[src/rtl/iiitb_sdm.sv]
// Serial 1-0-1-0 pattern detector (Moore FSM), overlapping or non-overlapping per OVERLAP.
// Latency: y asserts on the same rising edge that samples the final '0' of a match; registered-state decode only.
// Backpressure: none; one bit is consumed every clock, and y is a one-cycle strobe per detected match.
module iiitb_sdm #(
    parameter int OVERLAP = 1
) (
    input  logic din,
    input  logic reset,
    input  logic clk,
    output logic y
);

    typedef enum logic [2:0] {
        S0 = 3'd0,   // idle, no progress
        S1 = 3'd1,   // seen "1"
        S2 = 3'd2,   // seen "10"
        S3 = 3'd3,   // seen "101"
        S4 = 3'd4    // seen "1010", detect
    } state_t;

    state_t state_q;
    state_t state_d;

    // State register; reset wins over any transition and discards partial progress.
    always_ff @(posedge clk) begin
        if (reset) begin
            state_q <= S0;
        end else begin
            state_q <= state_d;
        end
    end

    // Next-state logic and Moore output decode; unused encodings fall back to S0.
    always_comb begin
        state_d = S0;
        y       = 1'b0;
        case (state_q)
            S0: state_d = din ? S1 : S0;
            S1: state_d = din ? S1 : S2;
            S2: state_d = din ? S3 : S0;
            S3: state_d = din ? S1 : S4;
            S4: begin
                y = 1'b1;
                // With overlap, the trailing "10" of a match is reused, so a 1 lands in "101".
                if (din) begin
                    state_d = (OVERLAP != 0) ? S3 : S1;
                end else begin
                    state_d = S0;
                end
            end
            default: state_d = S0;
        endcase
    end

endmodule

[config.mk]
export PLATFORM = sky130hd
export DESIGN_NAME = iiitb_sdm
export DESIGN_NICKNAME = d
export VERILOG_FILES = /design/src/rtl/iiitb_sdm.sv
export SDC_FILE = /design/constraint.sdc
export NUM_CORES = 1
export LEC_CHECK = 0
export ABC_AREA = 1
export CORE_AREA = 2 2 39 41
export DETAILED_ROUTE_END_ITERATION = 8
export DIE_AREA = 0 0 41 43
export DONT_BUFFER_PORTS = 1
export PLACE_DENSITY = 0.3
export SLEW_MARGIN = 40
export SYNTH_ARGS = -nofsm -noshare
export SYNTH_HDL_FRONTEND = slang
export SYNTH_SLANG_ARGS = --single-unit
[constraint.sdc]
create_clock -name clk -period 1.15 [get_ports clk]
set_input_delay 0.23 -clock clk [delete_from_list [all_inputs] [get_ports clk]]
set_output_delay 0.23 -clock clk [all_outputs]
set_load 0.01 [all_outputs]
Yosys cells after proc, flatten, opt, wreduce, memory -nomap -nowiden
Index checks and enable logic that the tools add are counted.
- input port bits: 3
- register bits: 3
- eq/ne operators: 4
- reduce and logical (&&, ||, !) cells: 2
- mux-type cells: 6
- operators with widths (operator ; count):
    $pmux 3 s4 ; 1
    $eq 3x2->1 const B ; 2
    $mux 2 ; 2
    $eq 3x1->1 const B ; 1
    $eq 3x3->1 const B ; 1
    $logic_not 3->1 ; 1
    $mux 3 ; 1
    $mux 1 ; 2
    $reduce_or 2->1 ; 1

Depth between registers and ports, before layout
- depth in word-level cells: 3
- depth in mapped cells: 5
- gate-level depth less buffers: 5

Worst setup path after synthesis
OpenSTA, ideal clock, no wires.
- path kind: register to output
- start point: reg state_q[2]
- end point: out y
- data arrival time: 657 ps
- slack: 263 ps
- stages on the path, launching flop included: 3
- path buffers: 0
- data required time: 920 ps
- cells stage by stage: dfxtp_1 inv_1 nor3_1
- word-level cells in the longest chain between the ends: 2
- ends and longest elaborated chain (item ; RTL line ; text):
    start, declared ; 21 ; state_t state_q;
    start signal, assigned ; 29 ; state_q <= state_d;
    $eq 3x3->1 ; 37 ; case (state_q)
    $mux 1 ; 37 ;
    end, declared ; 10 ; output logic y
No other way between the ends.

Worst setup path in the final report
Same ends and word-level chain as after synthesis.

==> results.cfg <==
[status]
status = complete, no violations

[sta]
holdWs_ns = 0.07769
slew_viol_final = 0
fin_crit_ns = 1.079
worst_slew_pin_slew_ns = 0.2406
rsz0062_at_grt = false
hold_violations = 0
skew_ns = 0.002107
setup_tns_ns = 0
relSlewSlack_pct = 83.94
setup_viol = 0
timing.final.crit_share_pct = 93.87
fmax_mhz = 926.4

[clocking]
cts_tree = done
cts_buffer_depth = 2
cts_buffers = 3
clock_sinks = 3
htree_levels = 1
cts_hold_buf = 0
clk_pin_slew_ns = 0.04
cts_root_buf = clkbuf_4
post-cts-setup-buffer-count = 0
clk_latency_ns = 0.23

[global_routing]
grt_pass1_wl_um = 489
grt_util_all_layers_pct = 5.115
gr-total-overflow = 0
grt_pass1_vias = 131
grt_max_degree = 7
antenna_found_initial = 0

[cells_and_area]
finalCoreUtilization_pct = 14.47
seqCellArea_um2 = 60.06
fin_nets = 30
nFillCells = 159
largest_reg_flops = 3
top_register = state_q
area_delta_synth_final_pct = 40.35
reg_top3 = state_q (3)
instances_no_fill = 42
drive_gt1_share_pct = 19.23
multi_input_area_um2 = 78.83
n_antenna_cell = 0

[detailed_routing]
drt_pass1_iterations = 3
num_vias = 143
wl_um = 326
wl_per_cell_um = 7.762
viasPerCell = 3.405
antenna_left = 0
drc = 0
dr.first_iter.drc_count = 2

[worst_setup_path]
cp.arrival_ns = 0.85
critPathSlowestCell = dfxtp_1
worstSetupPathType = reg2out
path_cells = inv_1, nor3_4
required_ns = 0.92
end_kind = output pin
slowest_delay_ns = 0.34
startpoint_type = flop
worstPathMaxFanout = 4

[yosys]
synth_edf_count = 0
syn_area_per_cell_um2 = 6.484
synth_cells = 22
synth_fp_nets = 25
synth-seq-area-share_pct = 42.11
syn-cell-area_um2 = 142.6
ys_seq_elements = 3
synth_most_common_cell = nand2_1
synth_top_cell_by_area = dfxtp_1
ys_warn_count = 0
synth_top_area_share_pct = 42.11
synth_area_leaders = dfxtp_1 42%, nand2_1 13%, nor3_1 11%
synth_cell_types = 9
synthTopCellsByCount = 5 x nand2_1, 4 x inv_1, 3 x dfxtp_1, 3 x nor2_1, 3 x nor3_1
ys.flop_type = dfxtp_1
async_flop_share_pct = 0

[floorplan]
start_util_pct = 10.31
coreArea_um2 = 1384
num_rows = 14
pin_count = 4
die_area_um2 = 1763
die_h_um = 43
die_width_um = 41

[placement]
port_buffers = 0
dpl.hpwl_um = 245.5
dp_cells = 38
gp_congestion = 0.6158

[power]
netSwitchingPower_uw = 70.56
powerDensity_nw_per_um2 = 1567
clkPwrFrac_pct = 59.8
seqPwrFrac_pct = 36.4
vdd_drop_max_mv = 0.4405
combPwrFrac_pct = 3.8
swShare_pct = 22.50
p_leak_uw = 0.00008159
internal_power_uw = 243.1
total_power_uw = 313.6

[job]
cap_violations = 0

[min_path]
hold_path_class = in2reg
-- power by group through the flow --
stage | sequential [µW] | clock, µW | combinational (µW)
after floorplan | 113 | 0 | 10.0
after global placement | 114 | 0 | 11.5
after detailed placement | 114 | 0 | 11.9
after CTS | 113 | 197 | 11.9
after global routing | 114 | 214 | 13.6
final | 114 | 188 | 11.9
-- routing by layer --
| metal | GRT usage (%) | wire length (µm) |
|---|---|---|
| met1 | 4.808 | 146 |
| met2 | 4.688 | 150 |
| met3 | 4.712 | 28 |
| met4 | 8.000 | 0 |
| met5 | 0 | 0 |
-- placed cells by master (no fill, tap or decap), drive strengths merged --
cell type  synthesis  final
dfxtp              3      3
clkbuf             0      4
nand2              5      5
nor2               4      4
nand4              1      1
inv                4      4
nor3               3      3
o21ai              1      1
nand3              1      1
-- repair_timing --
action,in CTS,in global routing
resized for setup,1,1
pin swaps,0,0
setup endpoints to repair,1,1
hold endpoints to repair,0,0
-- logic make-up (layout without fill, tap and decap cells) --
family	after synthesis	in the layout	share of synthesized area [%]
AND/OR/NAND/NOR	14	14	43.86
flip-flops	3	3	42.11
buffers and inverters	4	8	10.52
AO/OA/AOI/OAI	1	1	3.505
-- cell type report --
cell class | count | share of cell area (%)
flip-flops and latches | 3 | 30.00
multi-input cells | 15 | 39.37
well taps | 16 | 10.00
inverters | 4 | 7.500
clock buffers | 4 | 13.13
-- path summary, 6_finish.rpt --
| path | from | to | slack [ns] | depth (start not counted) |
|---|---|---|---|---|
| max | state_q[2] | y | 0.07 | 2 |
| min | reset | state_q[0] | 0.08 | 1 |
| max reg2reg | state_q[1] | state_q[1] | 0.25 | 5 |
| min reg2reg | state_q[2] | state_q[1] | 0.53 | 3 |
-- worst max-delay path, delay by kind of cell (launching register included) --
kind | cells | cell delay (ns)
buffers and inverters | 1 | 0.11
flip-flops | 1 | 0.34
AND/OR/NAND/NOR | 1 | 0.17
-- per-stage QoR --
stage          worst slack (ns)  instance area (µm²)
6_report                0.07052                200.2
5_1_grt                0.003036                200.2
4_1_cts                 0.02959                193.9
3_5_place_dp             0.1728                162.7
3_3_place_gp             0.1994                162.7
2_1_floorplan            0.2629                142.6
No activity file was read; power rests on OpenSTA's default activity.
